==> src/rtl/digit_scan_ctrl.sv <==
// digit_scan_ctrl: time-multiplexed scan controller for a 4-digit
// seven-segment display feeding a 2-to-4 digit decoder.
// Each digit slot is REFRESH_DIV clocks: BLANK_CYCLES with En low (anti-ghosting),
// then the rest with En high. New results are buffered in a shadow register
// and only applied at the frame wrap (digit 3 -> digit 0) to avoid tearing.
// Optional feature macro: LEADING_ZERO_BLANK_EN (suppress leading zero digits).
module digit_scan_ctrl #(
    parameter int REFRESH_DIV  = 50000,
    parameter int BLANK_CYCLES = 500
) (
    input  logic        clk,
    input  logic        rst_n,
    input  logic [15:0] digits_in,
    input  logic [3:0]  dp_in,
    input  logic        load,
    output logic [1:0]  s,
    output logic        En,
    output logic [6:0]  seg,
    output logic        dp,
    output logic        frame_done
);

    localparam int CW = $clog2(REFRESH_DIV);
    localparam logic [CW-1:0] SLOT_LAST  = CW'(REFRESH_DIV - 1);
    localparam logic [CW-1:0] BLANK_LAST = CW'(BLANK_CYCLES - 1);

    typedef enum logic {BLANK, SHOW} state_t;

    state_t          state_reg, state_next;
    logic [CW-1:0]   cnt_reg, cnt_next;
    logic [1:0]      idx_reg, idx_next;
    // run_reg is low only for the reset state; the first clock after reset
    // release becomes cycle 0 of the digit-0 slot.
    logic            run_reg;
    logic [19:0]     active_reg, active_next;   // {dp[3:0], digits[15:0]}
    logic [19:0]     shadow_reg;
    logic            pending_reg, pending_next;
    logic            wrap;
    logic [3:0]      nib_next;
    logic [3:0]      dp_vec_next;
    logic [3:0]      lz_mask;

    // Hex to gfedcba segment pattern, active-high.
    function automatic logic [6:0] seg_of(input logic [3:0] n);
        case (n)
            4'h0: seg_of = 7'h3F;
            4'h1: seg_of = 7'h06;
            4'h2: seg_of = 7'h5B;
            4'h3: seg_of = 7'h4F;
            4'h4: seg_of = 7'h66;
            4'h5: seg_of = 7'h6D;
            4'h6: seg_of = 7'h7D;
            4'h7: seg_of = 7'h07;
            4'h8: seg_of = 7'h7F;
            4'h9: seg_of = 7'h6F;
            4'hA: seg_of = 7'h77;
            4'hB: seg_of = 7'h7C;
            4'hC: seg_of = 7'h39;
            4'hD: seg_of = 7'h5E;
            4'hE: seg_of = 7'h79;
            default: seg_of = 7'h71;
        endcase
    endfunction

    // Slot sequencing: next counter, digit index and phase; flags the frame wrap.
    always_comb begin
        state_next = state_reg;
        cnt_next   = cnt_reg;
        idx_next   = idx_reg;
        wrap       = 1'b0;
        if (!run_reg) begin
            state_next = BLANK;
            cnt_next   = '0;
            idx_next   = 2'd0;
        end else if (state_reg == BLANK) begin
            cnt_next = cnt_reg + 1'b1;
            if (cnt_reg == BLANK_LAST) begin
                state_next = SHOW;
            end
        end else if (cnt_reg == SLOT_LAST) begin
            cnt_next   = '0;
            state_next = BLANK;
            idx_next   = idx_reg + 2'd1;
            wrap       = (idx_reg == 2'd3);
        end else begin
            cnt_next = cnt_reg + 1'b1;
        end
    end

    // Tear-free update: shadow is promoted only at the wrap; a load landing on
    // the wrap itself bypasses the shadow and goes straight to the display.
    always_comb begin
        active_next  = active_reg;
        pending_next = pending_reg;
        if (wrap) begin
            pending_next = 1'b0;
            if (load) begin
                active_next = {dp_in, digits_in};
            end else if (pending_reg) begin
                active_next = shadow_reg;
            end
        end else if (load) begin
            pending_next = 1'b1;
        end
        nib_next    = active_next[{idx_next, 2'b00} +: 4];
        dp_vec_next = active_next[19:16];
    end

`ifdef LEADING_ZERO_BLANK_EN
    // A digit is suppressed when it and every higher digit are zero and its
    // decimal point is off; digit 0 always stays lit.
    genvar gi;
    generate
        for (gi = 0; gi < 4; gi++) begin : g_lz
            if (gi == 0) begin : g_d0
                assign lz_mask[gi] = 1'b0;
            end else begin : g_dn
                assign lz_mask[gi] = ~(|active_next[15:4*gi]) & ~active_next[16+gi];
            end
        end
    endgenerate
`else
    assign lz_mask = 4'b0000;
`endif

    // State, data registers and registered outputs; outputs track the next state
    // so they line up with the cycle the state registers describe.
    always_ff @(posedge clk) begin
        if (!rst_n) begin
            state_reg   <= BLANK;
            cnt_reg     <= '0;
            idx_reg     <= 2'd0;
            run_reg     <= 1'b0;
            active_reg  <= '0;
            shadow_reg  <= '0;
            pending_reg <= 1'b0;
            s           <= 2'd0;
            En          <= 1'b0;
            seg         <= 7'h00;
            dp          <= 1'b0;
            frame_done  <= 1'b0;
        end else begin
            run_reg     <= 1'b1;
            state_reg   <= state_next;
            cnt_reg     <= cnt_next;
            idx_reg     <= idx_next;
            active_reg  <= active_next;
            pending_reg <= pending_next;
            if (load) begin
                shadow_reg <= {dp_in, digits_in};
            end
            s          <= idx_next;
            En         <= (state_next == SHOW) && !lz_mask[idx_next];
            seg        <= seg_of(nib_next);
            dp         <= dp_vec_next[idx_next];
            frame_done <= wrap;
        end
    end

endmodule

==> config.mk <==
export PLATFORM = sky130hd
export DESIGN_NAME = digit_scan_ctrl
export DESIGN_NICKNAME = d
export VERILOG_FILES = /design/src/rtl/digit_scan_ctrl.sv
export SDC_FILE = /design/constraint.sdc
export NUM_CORES = 1
export LEC_CHECK = 0
export CAP_MARGIN = 20
export CORE_AREA = 5 5 83 85
export CTS_BUF_LIST = sky130_fd_sc_hd__clkbuf_4
export CTS_CLUSTER_SIZE = 30
export DETAILED_ROUTE_END_ITERATION = 10
export DIE_AREA = 0 0 88 90
export GPL_TIMING_DRIVEN = 0
export PLACE_DENSITY = 0.78
export SYNTH_ARGS = -nofsm -noshare
export SYNTH_HDL_FRONTEND = slang
export SYNTH_SLANG_ARGS = --single-unit
==> constraint.sdc <==
create_clock -name clk -period 4.9 [get_ports clk]
set_input_delay 0.49 -clock clk [delete_from_list [all_inputs] [get_ports clk]]
set_output_delay 0.49 -clock clk [all_outputs]
set_load 0.05 [all_outputs]
* Yosys cells after proc, flatten, opt, wreduce, memory -nomap -nowiden *
Memory sizes are Yosys's and may differ from the RTL's. A register that Yosys moved wholly into a read port is not among the register bits.
Index checks and enable logic that the tools add are counted.

storage, ports and cells
  register bits after elaboration = 64
  bits in latches = 0
  RAM bits = 0
  memory bits (read-only) = 112
  word-level logic and storage cells = 44
  memories kept = 1

operators by class
  add/sub/neg operators = 2
  $mul = 0
  divide/modulo/power cells = 0
  order comparisons = 1
  equality and inequality tests = 3
  shift-type cells = 1
  muxes and demuxes = 20
  bitwise logic cells = 1
  reduce and logical (&&, ||, !) cells = 5

memory list
  name             depth  bits a word  read ports  clocked after memory_dff  write ports  RTL line  RTL
  (no name shown)  16     7            1           1                         0            45        case (n)

operators with widths
  operator               count
  $mux 20                3
  $mux 16                2
  $shiftx 20x5->4        1
  $add 16x1->16 const B  1
  $eq 16x16->1 const B   1
  $eq 16x9->1 const B    1
  $mux 1                 10
  $mux 2                 3
  $bmux 1 s2             2
  $lt 2x3->1 const B     1
  $add 2x1->2 const B    1
  $eq 2x2->1 const B     1
  $logic_not 1->1        2
  $reduce_and 2->1       1
  $reduce_or 2->1        1
  $logic_and 1x1->1      1
  $not 1->1              1

* Longest topological paths before layout *
  depth after elaboration = 8
  depth in mapped cells = 15

* Worst setup path after synthesis *
Ideal clock, no wire load.

  kind = reg2reg
  start point = reg cnt_reg[0]
  end point = reg seg[0]
  arrival = 3.269 ns
  path slack = 1.535 ns
  stages on the path, launching flop included = 14
  period minus slack after synthesis = 3.365 ns
  cell sequence = dfxtp_1 ha_1 and3_1 nand4b_2 or3_1 clkbuf_1 buf_2 o211ai_1 mux2i_1 mux2i_1 inv_1 ha_1 or4_1 o311ai_1

on the way
  cells in the longest elaborated chain, start to end = 6
  elaborated cells on any way between the ends = 9
  classes of those cells = 1 x eq/ne; 1 x shift; 7 x mux

ends and longest elaborated chain
  what                    RTL line  RTL
  start, declared         30        logic [CW-1:0] cnt_reg, cnt_next;
  start signal, assigned  145       cnt_reg <= cnt_next;
  $eq 16x16->1 (*)        80        end else if (cnt_reg == SLOT_LAST) begin
  $mux 1                  80
  $mux 1                  75        end else if (state_reg == BLANK) begin
  $mux 1                  71        if (!run_reg) begin
  $mux 20                 95        if (wrap) begin
  $shiftx 20x5->4 (*)     105       nib_next = active_next[{idx_next, 2'b00} +: 4];
  end, declared           18        output logic [6:0] seg,

Mark *: on every way between the ends. The rest lies on a longest branch, timed or not.
A chain may end at the register's enable or synchronous reset.

* Final worst setup path *
  start point = in load
  end point = reg seg[0]

on the way
  cells in the longest elaborated chain, start to end = 3

ends and longest elaborated chain
  what             RTL line  RTL
  start, declared  15        input logic load,
  $mux 20          97        if (load) begin
  $mux 20          95
  $shiftx 20x5->4  105

Every way passes these cells.

==> flow_metrics.py <==
metrics = {
    "floorplanning": {
        "die_h_um": 90,
        "std_cell_rows": 29,
        "dieWidth_um": 88,
        "core_area_um2": 6132,
        "start_util_pct": 53.76,
        "pin_count": 35,
        "dieArea_um2": 7920,
    },
    "sta": {
        "timing.final.max_slew_violations": 0,
        "rsz0062_at_grt": "false",
        "relSlewSlack_pct": 42.58,
        "fin_crit_sh_pct": 83.54,
        "finalCriticalPeriod_ps": 4093,
        "clock_skew_ps": 15.61,
        "setup_viol": 0,
        "worst_slew_pin_slew_ps": 858.7,
        "fin_setup_tns_ps": 0,
        "fmax_mhz": 244.3,
        "hold_viol_final": 0,
    },
    "clocking": {
        "post_cts_buffers": 0,
        "cts_buffers": 9,
        "cts_root_buffer": "clkbuf_4",
        "cts_tree": "built",
        "clock_latency_ps": 430,
        "path_clk_slew_ps": 110,
        "h-tree-depth": 3,
        "clockBufferDepth": 2,
        "cts.sinks": 70,
        "post_cts_resized": 0,
        "postCtsHoldBufs": 0,
    },
    "synth": {
        "synth_edf_count": 0,
        "synth-seq-area-share_pct": 42.50,
        "synth_top_area_share_pct": 42.50,
        "yosys-top-cells-area": "dfxtp_1, mux2i_1, nand2_1",
        "ys_warn_count": 0,
        "synthCells": 367,
        "yosysTopAreaCell": "dfxtp_1",
        "ys_seq_elements": 70,
        "synthesis.nets": 399,
        "avgSynthCellArea_um2": 8.983,
        "synthesis.area_um2": 3297,
        "yosys_most_used_dff": "dfxtp_1",
        "async_flop_share_pct": 0,
        "ys_types": 47,
    },
    "placed_design": {
        "io_buffers": 34,
        "detailed_place_hpwl_um": 5134,
        "postPlaceCellArea_um2": 3734,
        "gp_congestion": 0.7965,
    },
    "routing": {
        "wire_per_inst_um": 14.47,
        "via_count": 2760,
        "route.detailed.drc": 0,
        "firstDrtPassIters": 4,
        "vias_per_cell": 5.587,
        "routed_wirelength_um": 7149,
        "first_iter_violations": 95,
        "ant_nets": 0,
    },
    "critical_path": {
        "end_kind": "register",
        "rr_startpoint": "cnt_reg[0]",
        "startpoint_type": "input pin",
        "crit_type": "input pin to register",
        "crit_end": "seg[0]",
        "reg2reg_to": "seg[0]",
        "reg2reg_depth": 13,
        "r2r_setup_slack_ps": 890,
        "cp.arrival_ps": 4410,
        "startpoint": "load",
        "cp_max_fo": 10,
        "required_ps": 5220,
    },
    "grt": {
        "grt_pass1_wl_um": 12260,
        "antenna_found_initial": 0,
        "grt_max_degree": 12,
        "grt_overflow_total": 0,
        "first_global_vias": 2656,
        "grt_usage_pct": 19.48,
    },
    "layout": {
        "multi_input_comb_area_um2": 1767,
        "n_fill_cell": 525,
        "final_cell_area_um2": 3890,
        "diodes": 0,
        "seqCellArea_um2": 1401,
        "area_delta_synth_final_pct": 17.99,
        "fin_nets": 444,
        "mostFrequentLayoutCells": "dfxtp_1, nand2_1, nor2_1, clkdlybuf4s50_1",
        "drive_above_1_share_pct": 8.633,
        "layout_commonest_cell": "dfxtp_1",
    },
    "pwr": {
        "powerDensity_nw_per_um2": 278.4,
        "p_sw_w": 0.0002503,
        "cell_internal_pwr_w": 0.0008327,
        "comb_power_share_pct": 7.3,
        "p_clk_share_pct": 38.2,
        "power.share.switching_pct": 23.11,
        "leakage_nw": 1.475,
        "ir_drop_mv": 0.1759,
        "seq_power_share_pct": 54.5,
    },
    "min_path": {
        "hp-class": "register to register",
    },
    "job": {
        "cap_violations": 0,
    },
    "run_status": {
        "status": "complete, no violations",
    },
}
==> through the flow <==
stage | std cells | hold slack, ps | worst slack [ps] | utilization, % | power (W)
global placement | 478 | 441.0 | 471.4 | 60.89 | 0.0006806
global route | 494 | 500.6 | 445.9 | 63.44 | 0.001132
floorplan | 367 | 426.1 | 1535 | - | 0.0006452
detailed placement | 478 | 463.4 | 375.8 | 60.89 | 0.0006825
finish | 494 | 479.7 | 806.7 | 63.44 | 0.001083
CTS | 494 | 479.7 | 824.8 | 63.44 | 0.001095
==> layout make-up <==
| type | instances | share of cell area (%) |
|---|---|---|
| Multi-Input combinational cell | 268 | 45.42 |
| Sequential cell | 70 | 36.02 |
| Timing Repair Buffer | 34 | 8.749 |
| Buffer | 21 | 2.541 |
| Tap cell | 77 | 2.477 |
| Clock buffer | 11 | 2.123 |
| Clock inverter | 5 | 1.898 |
| Inverter | 8 | 0.7720 |
==> kinds of logic (layout without fill, tap and decap cells) <==
family | after synthesis | after routing | synth area share [%]
XOR/XNOR | 16 | 16 | 4.250
AND/OR/NAND/NOR | 151 | 151 | 22.66
adder cells (fa/ha/maj) | 9 | 9 | 3.416
AO/OA/AOI/OAI | 64 | 64 | 13.28
flip-flops | 70 | 70 | 42.50
multiplexers | 28 | 28 | 9.981
buffers and inverters | 29 | 79 | 3.909
==> worst min-delay path by stage <==
| stage | from | to | cells past startpoint |
|---|---|---|---|
| 6_report | shadow_reg[1] | shadow_reg[1] | 2 |
| 3_3_place_gp | cnt_reg[0] | cnt_reg[0] | 1 |
| 3_5_place_dp | shadow_reg[4] | shadow_reg[4] | 2 |
| 2_1_floorplan | cnt_reg[0] | cnt_reg[0] | 1 |
| 5_1_grt | shadow_reg[12] | shadow_reg[12] | 2 |
| 4_1_cts | shadow_reg[4] | shadow_reg[4] | 2 |
==> critical path, cell delays in order <==
cell and delay (ps):
clkdlybuf4s50_1 500, clkbuf_1 410, clkbuf_1 470, buf_1 600
nand2_1 150, o211ai_1 230, mux2i_1 100, mux2i_1 360
inv_1 200, ha_1 240, or4_1 530, o311ai_1 110
==> metal layers <==
layer	routed length, µm	share of wire (%)	vias up	GRT usage, %
met5	0	0	-	0
met4	165	2.3	0	10.10
met3	388	5.4	13	4.296
met2	3366	47	64	30.03
met1	3229	45	1277	25.13
li1	-	-	1406	-
==> synth_stat cells (5+ instances only) <==
cell type	count
nor2_1	38
nand4_1	6
mux2i_1	19
clkbuf_1	13
dfxtp_1	70
a21oi_1	19
a32oi_1	13
xnor2_1	5
ha_1	9
xor2_1	11
and2_1	15
inv_1	8
o22ai_1	6
a31oi_1	7
nor3_1	5
nand3_1	14
nand2_1	50
o211ai_1	8
==> power groups by stage <==
stage | sequential, W | clock [W] | combinational (W)
4_1_cts | 0.000590 | 0.000425 | 0.0000797
5_1_grt | 0.000592 | 0.000453 | 0.0000869
6_report | 0.000590 | 0.000413 | 0.0000794
3_5_place_dp | 0.000603 | 0 | 0.0000794
3_3_place_gp | 0.000602 | 0 | 0.0000783
2_1_floorplan | 0.000611 | 0 | 0.0000345
(Power assumes the default switching activity.)
